===== src/rtl/cpu_pkg.sv =====
// Shared datapath constants and MEM/WB bundles for the pipelined MIPS core.
package cpu_pkg;

  localparam int          DATA_W  = 32;
  localparam int          REG_AW  = 5;
  localparam logic [4:0]  LINK_RG = 5'd31;
  localparam logic [31:0] PC_INC  = 32'd4;

  typedef struct packed {
    logic RegDst;
    logic RegWr;
    logic IsLink;
    logic IsByteW;
    logic ExtopM;
    logic MemtoReg;
  } wb_ctrl_t;

  typedef struct packed {
    logic              valid;
    logic [DATA_W-1:0] pc;
    logic [DATA_W-1:0] alu_res;
    logic [DATA_W-1:0] mem_rdata;
    logic [REG_AW-1:0] rt;
    logic [REG_AW-1:0] rd;
    wb_ctrl_t          ctrl;
  } mem_wb_t;

endpackage


===== src/rtl/wb_byte_ext.sv =====
// Byte-to-word extender for byte loads: zero or sign extension.
module wb_byte_ext
  import cpu_pkg::*;
(
  input  logic [7:0]        byte_i,
  input  logic              sext_i,
  output logic [DATA_W-1:0] word_o
);

  always_comb begin
    word_o = {{(DATA_W-8){sext_i & byte_i[7]}}, byte_i};
  end

endmodule


===== src/rtl/mem_wb_stage.sv =====
// MEM/WB pipeline register with write-back select and forwarding outputs.
// Optional WB_RETIRE_CNT_EN adds a retired-instruction counter port.
module mem_wb_stage
  import cpu_pkg::*;
(
  input  logic              clk,
  input  logic              rst,
  input  logic              m_valid,
  input  logic [DATA_W-1:0] m_pc,
  input  logic [DATA_W-1:0] m_alu_res,
  input  logic [DATA_W-1:0] m_mem_rdata,
  input  logic [REG_AW-1:0] m_rt,
  input  logic [REG_AW-1:0] m_rd,
  input  logic              m_RegDst,
  input  logic              m_RegWr,
  input  logic              m_IsLink,
  input  logic              m_IsByteW,
  input  logic              m_ExtopM,
  input  logic              m_MemtoReg,
  input  logic              stall,
  input  logic              flush,
  output logic [REG_AW-1:0] w_rt,
  output logic [REG_AW-1:0] w_rd,
  output logic              RegDst,
  output logic              RegWr,
  output logic              IsLink,
  output logic              IsByteW,
  output logic              ExtopM,
  output logic [DATA_W-1:0] out_pc,
  output logic [DATA_W-1:0] busW,
  output logic              wb_fwd_en,
  output logic [REG_AW-1:0] wb_fwd_dst,
  output logic [DATA_W-1:0] wb_fwd_val
`ifdef WB_RETIRE_CNT_EN
  ,
  output logic [31:0]       retire_cnt
`endif
);

  mem_wb_t           st_q, st_d;
  logic [DATA_W-1:0] byte_word;

  // Flush clears the whole payload so every output reads as after reset.
  always_comb begin
    st_d = st_q;
    if (flush) begin
      st_d = '0;
    end else if (!stall) begin
      st_d.valid         = m_valid;
      st_d.pc            = m_pc;
      st_d.alu_res       = m_alu_res;
      st_d.mem_rdata     = m_mem_rdata;
      st_d.rt            = m_rt;
      st_d.rd            = m_rd;
      st_d.ctrl.RegDst   = m_RegDst;
      st_d.ctrl.RegWr    = m_RegWr;
      st_d.ctrl.IsLink   = m_IsLink;
      st_d.ctrl.IsByteW  = m_IsByteW;
      st_d.ctrl.ExtopM   = m_ExtopM;
      st_d.ctrl.MemtoReg = m_MemtoReg;
    end
  end

  always_ff @(posedge clk or posedge rst) begin
    if (rst) st_q <= '0;
    else     st_q <= st_d;
  end

  wb_byte_ext u_ext (
    .byte_i (busW[7:0]),
    .sext_i (st_q.ctrl.ExtopM),
    .word_o (byte_word)
  );

  always_comb begin
    RegDst  = st_q.ctrl.RegDst;
    RegWr   = st_q.valid & st_q.ctrl.RegWr;
    IsLink  = st_q.ctrl.IsLink;
    IsByteW = st_q.ctrl.IsByteW;
    ExtopM  = st_q.ctrl.ExtopM;
    out_pc  = st_q.pc;
    if (st_q.ctrl.IsLink) begin
      busW       = st_q.pc + PC_INC;
      w_rt       = LINK_RG;
      w_rd       = LINK_RG;
      wb_fwd_dst = LINK_RG;
      wb_fwd_val = busW;
    end else begin
      busW       = st_q.ctrl.MemtoReg ? st_q.mem_rdata : st_q.alu_res;
      w_rt       = st_q.rt;
      w_rd       = st_q.rd;
      wb_fwd_dst = st_q.ctrl.RegDst ? st_q.rd : st_q.rt;
      wb_fwd_val = st_q.ctrl.IsByteW ? byte_word : busW;
    end
    wb_fwd_en = RegWr & (wb_fwd_dst != '0);
  end

`ifdef WB_RETIRE_CNT_EN
  logic [31:0] cnt_q, cnt_d;

  always_comb begin
    cnt_d = cnt_q + {31'd0, st_q.valid & (flush | ~stall)};
  end

  always_ff @(posedge clk or posedge rst) begin
    if (rst) cnt_q <= '0;
    else     cnt_q <= cnt_d;
  end

  assign retire_cnt = cnt_q;
`endif

endmodule


===== config.mk =====
export PLATFORM = sky130hd
export DESIGN_NAME = mem_wb_stage
export DESIGN_NICKNAME = d
export VERILOG_FILES = /design/src/rtl/cpu_pkg.sv /design/src/rtl/wb_byte_ext.sv /design/src/rtl/mem_wb_stage.sv
export SDC_FILE = /design/constraint.sdc
export NUM_CORES = 1
export LEC_CHECK = 0
export BUFFER_PORTS_ARGS = -buffer_cell sky130_fd_sc_hd__buf_2
export CORE_ASPECT_RATIO = 1.2
export CORE_UTILIZATION = 55
export CTS_CLUSTER_SIZE = 20
export DETAILED_ROUTE_END_ITERATION = 16
export PLACE_DENSITY_LB_ADDON = 0.2
export SLEW_MARGIN = 15
export SYNTH_ARGS = -nofsm -noshare
export SYNTH_HDL_FRONTEND = slang
export SYNTH_SLANG_ARGS = --single-unit
export TNS_END_PERCENT = 100

===== constraint.sdc =====
create_clock -name clk -period 8.3 [get_ports clk]
set_clock_uncertainty 0.2 [all_clocks]
set_input_delay 0 -clock clk [delete_from_list [all_inputs] [get_ports clk]]
set_output_delay 0 -clock clk [all_outputs]
set_load 0.02 [all_outputs]

; ---- Word-level counts from Yosys, hierarchy flattened
; Cells that the tools add are included.
[word_totals]
out_inout_bits = 117
elab_cells = 28
reg_bits = 113
inputBits = 117
[op_classes]
n_bitwise = 3
mux = 10
n_eq_ne = 1
n_addsub = 1
reduce_logical = 1
[ops]
columns = operator, n
row1 = $mux W113, 2
row2 = $mux W32, 4
row3 = $add A32 B3 Y32 const B, 1
row4 = $mux W5, 4
row5 = $reduce_bool A5 Y1, 1
row6 = $and A1 B1 Y1, 3
row7 = $ne A2 B1 Y1 const B, 1

; ---- Depth between registers and ports, before layout
; Gate-level depths: netlist (run 1).
[logic_depth]
ltp_word = 5
depth_mapped = 7
mapped_depth_nobuf = 6

; ---- Hierarchy
; Synthesis (run 1) repeated with hierarchy kept, for this count alone.
[unflattened]
cells_unflattened = 788
area_unflattened_um2 = 7408.4
[modules_own_cells]
columns = module, seq_area_each_um2, cells_each, area_each_um2, instances
row1 = mem_wb_stage, 2827.7, 756, 7169.4, 1
row2 = wb_byte_ext, 0.0, 32, 239.0, 1

; ---- Worst setup path before layout (run 1)
; No wires, ideal clock.
[synth_path]
path_type = reg2out
start = reg st_q (netlist bit out_pc[7])
end = out wb_fwd_val[31]
t_arrival_ns = 2.068
t_required_ns = 8.100
path_buffers = 2
stages_incl_launch_ff = 8
slack_ns = 6.032
cell_sequence = dfrtp_1 -> nand2_2 -> or4_4 -> buf_6 -> buf_8 -> nor4_2 -> xor2_1 -> a221o_1
[synth_between]
elab_chain_len = 5
[synth_lines]
columns = element, line
row1 = from (decl), mem_wb_stage.sv:40  ; mem_wb_t st_q, st_d;
row2 = from (signal assigned), mem_wb_stage.sv:66  ; else st_q <= st_d;
row3 = $add A32 B3 Y32 (*), mem_wb_stage.sv:83  ; busW = st_q.pc + PC_INC;
row4 = $mux W32, mem_wb_stage.sv:82  ; if (st_q.ctrl.IsLink) begin
row5 = $and A1 B1 Y1, wb_byte_ext.sv:11  ; word_o = {{(DATA_W-8){sext_i & byte_i[7]}}, byte_i};
row6 = $mux W32, mem_wb_stage.sv:93  ; wb_fwd_val = st_q.ctrl.IsByteW ? byte_word : busW;
row7 = $mux W32 (*), mem_wb_stage.sv:82
row8 = to (decl), mem_wb_stage.sv:33  ; output logic [DATA_W-1:0] wb_fwd_val
; Mark *: on every way between the ends. The rest lies on a longest branch, timed or not.

; ---- Final worst setup path (run 1)
[layout_path]
start = reg st_q (netlist bit IsLink)
end = out wb_fwd_val[15]
[layout_between]
elab_chain_len = 4
[layout_lines]
columns = element, line
row1 = $mux W32, mem_wb_stage.sv:82
row2 = $and A1 B1 Y1, wb_byte_ext.sv:11
row3 = $mux W32, mem_wb_stage.sv:93
row4 = $mux W32 (*), mem_wb_stage.sv:82
; Marked as above.

==> results of run 1 <==
[power breakdown]
group	internal, mW	leakage (nW)	switching, mW
logic	0.174	3.25	0.195
clock network	0.469	0.290	0.249
registers	0.583	1.50	0.0394
[per-layer routing]
metal	wire, um	share of wire, %	global-route usage [%]
met5	0	0	0
met1	8390	38	41.6
met4	986	4.5	20.3
met2	11300	51	61.4
met3	1440	6.5	7.92
[critical path: stages (launching register included)]
cell and delay [ps]:
dfrtp_4 730, inv_2 640, and4_1 1040, nor2_1 130
o21ai_0 130, buf_2 220
[logic make-up after synthesis]
family	synth area share, %
AO/OA/AOI/OAI	5.27
XOR/XNOR	3.74
adder cells (fa/ha/maj)	0.191
buffers and inverters	7.13
AND/OR/NAND/NOR	13.7
multiplexers	26.8
flip-flops	43.2
[final cells by class]
cell class	instances	area [sq um]
clock inverters	10	109
diodes	1	2.50
inverters	6	25.0
multi-input cells	445	3260
clock buffers	21	480
well taps	157	196
fillers	647	1920
flip-flops and latches	113	2830
repair buffers	390	2740
[stage by stage]
stage                     cells  setup WS, ps  area [sq um]  power (mW)
after floorplan             645          5110          6550       0.824
after global placement      956          4860          7500       0.911
after detailed placement    956          4700          7500       0.919
after CTS                  1142          4300          9640        1.70
after global routing       1143          4620          9650        1.77
final                      1143          4780          9650        1.71
[flip-flops by register name (all words and copies together), names as in the netlist]
name / cells
st_q: 77
out_pc: 32
ExtopM: 1
IsByteW: 1
IsLink: 1
RegDst: 1
[cells in the final DEF, fill, tap and decap left out, types with 2 or more instances in the layout]
cell type      count
buf_2            231
dlygate4sd3_1    155
mux2i_1          126
nor2_1           122
dfrtp_1          111
mux2_2            44
xor2_1            20
a221o_1           20
nand2_1           19
clkbuf_16         17
o21ai_0           15
or2_2             10
nand3_1           10
a21oi_1           10
nor3_1            10
xnor2_1            8
nand4_1            6
nor4_1             6
clkinv_2           5
inv_1              4
clkbuf_8           4
and4_1             3
and3_1             3
buf_4              3
nor4_2             2
clkinvlp_4         2
bufinv_16          2
[worst max path at each step]
stage                      to  cells after the start    from
6_report       wb_fwd_val[15]                      5  IsLink
3_5_place_dp   wb_fwd_val[15]                      5  IsLink
3_3_place_gp   wb_fwd_val[15]                      5  IsLink
4_1_cts        wb_fwd_val[15]                      5  IsLink
2_1_floorplan          ExtopM                      1     rst
5_1_grt        wb_fwd_val[15]                      5  IsLink
==> qor.yml, run 1 <==
timing:
  whs_ps: -1.98
  fin_crit_sh_pct: 42.4
  final_max_slew_viol_count: 0
  max_freq_mhz: 284
  tightest_slew_ps: 1160
  hold_viol: 1
  finalCriticalPeriod_ps: 3520
  rsz0062_at_grt: "no"
  relSlewSlack_pct: 22.5
  finalSetupViolCount: 0
  tns_ps: 0
synthesis:
  ys_seq_area_share_pct: 43.2
  synth_edf_count: 0
  synth_common_cells: "mux2i_1 (126), nor2_1 (123), dfrtp_1 (113)"
  synth_cell_types: 35
  synth_area_sq_um: 6550
  avgSynthCellArea_sq_um: 10.2
  synth_most_common_cell: "mux2i_1"
  syn-num-nets: 763
  synthCells: 645
  synth.area.top_cells: "dfrtp_1 (43%), mux2i_1 (19%), mux2_2 (7.6%)"
  synth_ff_type: "dfrtp_1"
  synth-seq-cells: 113
  yosys.area.top_type: "dfrtp_1"
  synth-warning-count: 0
  yosysTopAreaCellShare_pct: 43.2
  async_reset_ff_share_pct: 100
cts:
  hold_buffers: 155
  cts-resized-gates: 0
  clk_latency_ps: 400
  clk_pin_slew_worst_paths_ps: 50
  max-clock-path-buffers: 2
  cts_setup_buffers: 0
  cts_made_buffers: 17
  ctsRootBufferMaster: "clkbuf_16"
  cts_sinks: 113
  cts_tree: "done"
  cts_max_level: 4
die:
  io_pins: 234
  fp.dieH_um: 122
  die_x_um: 102
  dieArea_sq_um: 12300
  core-area_sq_um: 11600
  rows: 43
  start_util_pct: 56.6
routing:
  drtIter0Drc: 407
  firstDrtPassIters: 6
  wirelength_um: 22100
  drc: 0
  drt-wirelength-per-cell_um: 19.3
  vias_per_cell: 5.69
  vias: 6503
  drtAntennaViolNets: 0
placed_design:
  io_buffer_count: 233
  gp_congestion: 0.844
  hpwl_um: 12300
final_layout:
  area_growth_pct: 47.3
  layout-drive-gt1-share_pct: 33.5
  nNetsFinal: 1091
  final_util_pct: 83.4
worst_hold_path:
  whs_endpoint: "st_q[15]"
  hp-class: "input pin to flip-flop"
  hold_depth: 3
  hp-start: "stall"
setup_path:
  worst-setup-path-type: "flip-flop to output pin"
  cp-end-kind: "output pin"
  rrSetupSlack_ps: 6620
  arrival_ps: 3320
  reg2reg_to: "out_pc[25]"
  cp.required_ps: 8100
  r2r_start: "out_pc[25]"
  cp-start-kind: "flip-flop"
  critPathMaxFanout: 67
  r2r_cells: 3
global_route:
  grt-ovfl-total: 0
  grt_pass1_wl_um: 33400
  grt_pass1_vias: 6798
  grt_max_degree: 114
  grtUsageTotal_pct: 36.1
  antenna_found_initial: 1
power:
  ir_drop_uv: 158
  p_per_area_nw_per_um2: 177
  p_leak_nw: 5.04
outcome:
  status: "finished with violations"
  violations: "hold timing"
run:
  maxCapViolCount: 0
Power figures use the tool's default switching activity.
==> run 2: changes to the inputs <==
--- a/config.mk
+++ b/config.mk
@@ -7,7 +7,7 @@
 export LEC_CHECK = 0
 export BUFFER_PORTS_ARGS = -buffer_cell sky130_fd_sc_hd__buf_2
 export CORE_ASPECT_RATIO = 1.2
-export CORE_UTILIZATION = 55
+export CORE_UTILIZATION = 46
 export CTS_CLUSTER_SIZE = 20
 export DETAILED_ROUTE_END_ITERATION = 16
 export PLACE_DENSITY_LB_ADDON = 0.2
==> constraint.sdc (replaced) <==
create_clock -name clk -period 3.1 [get_ports clk]
set_clock_uncertainty 0.2 [all_clocks]
set_input_delay 0 -clock clk [delete_from_list [all_inputs] [get_ports clk]]
set_output_delay 0 -clock clk [all_outputs]
set_load 0.02 [all_outputs]
==> run 2 against run 1 <==
Compared with the run above: the flow now finishes without violations; power increased to 2.6 times the previous value; global-route usage shrank 6.4 points; non-clock buffer count is 10 higher; sequential share of layout area fell by 0.26 points; first-iteration DRC count is 7.9% lower; setup slack worse by 4600 ps; sequential power increased to 2.7 times the previous value.
==> qor.yml, run 2 (synthesis results as in run 1) <==
outcome:
  status: "complete, no violations"
timing:
  rsz0062_at_grt: "no"
  fin_crit_sh_pct: 94.1
  tightest_slew_ps: 1150  # -9.16 ps
  max_freq_mhz: 343
  hold_viol: 0  # -1
  final_max_slew_viol_count: 0  # unchanged
  setup_ws_ps: 182  # -4600 ps
  tns_ps: 0  # unchanged
  finalSetupViolCount: 0  # unchanged
  relSlewSlack_pct: 23.0  # +0.53 points
  whs_ps: 17.4  # +19.4 ps
  finalCriticalPeriod_ps: 2920
final_layout:
  layout-drive-gt1-share_pct: 33.7  # +0.23 points
  largest_reg_flops: 77  # unchanged
  top_register: "st_q"
  area_growth_pct: 48.5
  final_cell_mix: "buf_2 (231), dlygate4sd3_1 (157), mux2i_1 (126), nor2_1 (122), dfrtp_1 (111)"
  final_common_cell: "buf_2"
  nNetsFinal: 1101  # +0.92%
  final_util_pct: 70.4  # -13 points
  fill_cells: 1034  # +60%
routing:
  drt-wirelength-per-cell_um: 18.4  # -4.9%
  wirelength_um: 21500  # -2.8%
  vias: 6305  # -3.0%
  drtIter0Drc: 375  # -7.9%
  drc: 0  # unchanged
  drtAntennaViolNets: 0  # unchanged
  firstDrtPassIters: 5  # -1
  vias_per_cell: 5.40  # -5.1%
power:
  p_int_mw: 3.15  # +160%
  ir_drop_uv: 295  # +86%
  switching_share_pct: 29.0  # +0.74 points
  p_sw_mw: 1.28  # +170%
  power.total_mw: 4.43  # +160%
  p_leak_nw: 5.06  # +0.35%
  p_per_area_nw_per_um2: 456  # +160%
  p_clk_share_pct: 40.2  # -1.8 points
  power_frac_comb_pct: 22.7  # +1.1 points
  p_seq_share_pct: 37.2  # +0.8 points
cts:
  ctsRootBufferMaster: "clkbuf_16"
  clk_pin_slew_worst_paths_ps: 50  # about the same
  cts_setup_buffers: 0  # unchanged
  cts_max_level: 4  # unchanged
  max-clock-path-buffers: 2  # unchanged
  cts_sinks: 113  # unchanged
  cts_tree: "done"
  clk_latency_ps: 400  # about the same
  cts_made_buffers: 17  # unchanged
die:
  dieArea_sq_um: 14700  # +19%
  start_util_pct: 47.4  # -9.2 points
  core-area_sq_um: 13800  # +19%
  io_pins: 234  # unchanged
  rows: 47  # +9.3%
  fp.dieH_um: 133  # +9.2%
  die_x_um: 111  # +9.2%
setup_path:
  critPathMaxFanout: 15  # -78%
  worst-setup-path-type: "flip-flop to output pin"
  cp-end-kind: "output pin"
  cp-start-kind: "flip-flop"
  arrival_ps: 2720  # -600 ps
  r2r_cells: 4  # +1
  cp.required_ps: 2900  # -5200 ps
placed_design:
  pre_cts_slack_ps: 636  # -4060 ps
  gp_congestion: 0.867  # +2.7%
  io_buffer_count: 233  # unchanged
  hpwl_um: 13600  # +10%
global_route:
  antenna_found_initial: 1  # unchanged
  grt_max_degree: 114  # unchanged
  grt_pass1_wl_um: 34400  # +2.8%
  grt_pass1_vias: 6728  # -1.0%
  grtUsageTotal_pct: 29.6  # -6.4 points
  grt-ovfl-total: 0  # unchanged
run:
  maxCapViolCount: 0  # unchanged
worst_hold_path:
  hp-class: "input pin to flip-flop"
  hold_depth: 3  # unchanged
==> run 2: final timing paths <==
| kind | startpoint | slack, ps | end |
|---|---|---|---|
| min | stall | 20 | st_q[11] |
| max | out_pc[7] | 180 | wb_fwd_val[28] |
| max reg2reg | st_q[0] | 1180 | st_q[0] |
| max in group asynchronous | rst | 1590 | st_q[0] |
| min in group asynchronous | rst | 140 | st_q[44] |
| min reg2reg | st_q[78] | 320 | st_q[78] |
==> run 2: what timing repair did <==
item                                    CTS  global route
endpoints found under the setup margin    0             1
endpoints found under the hold margin   152            11
hold buffers                            156             1
resized for setup                         0             1
==> run 2: cell type report <==
cell class                      count  area [sq um]  share of cell area [%]
Antenna cell                        1          2.50                  0.0257
Clock buffer                       21           450                    4.63
Clock inverter                     11          90.1                   0.926
Inverter                            6          26.3                   0.270
Multi-Input combinational cell    445          3260                    33.5
Sequential cell                   113          2830                    29.1
Tap cell                          171           214                    2.20
Timing Repair Buffer              400          2850                    29.3
==> run 2: layer usage <==
layer	global-route usage (%)	vias up	part of all wire, %
li1	-	2878	-
met1	36.5	3104	40
met2	51.2	277	51
met3	4.76	46	6.2
met4	13.0	0	2.6
met5	0	-	0
==> run 2: stage by stage <==
step | instance area, sq um | std cells
5_1_grt | 9730 | 1168
3_5_place_dp | 7600 | 978
3_3_place_gp | 7600 | 978
6_report | 9730 | 1168
2_1_floorplan | 6550 | 645
4_1_cts | 9700 | 1166
==> run 2: power by group through the flow <==
| stage | Sequential [mW] | Clock [mW] | Combinational [mW] |
|---|---|---|---|
| after floorplan | 1.64 | 0 | 0.569 |
| after global placement | 1.66 | 0 | 0.801 |
| after detailed placement | 1.67 | 0 | 0.810 |
| after CTS | 1.64 | 1.81 | 0.988 |
| after global routing | 1.66 | 1.88 | 1.07 |
| final | 1.65 | 1.78 | 1.00 |
==> run 2: critical path, cell delays in order (launching register included) <==
cell and delay, ps:
dfrtp_1 480, nand2_2 100, or4_4 680, nor4_1 390
xor2_1 140, a221o_1 360, buf_2 160
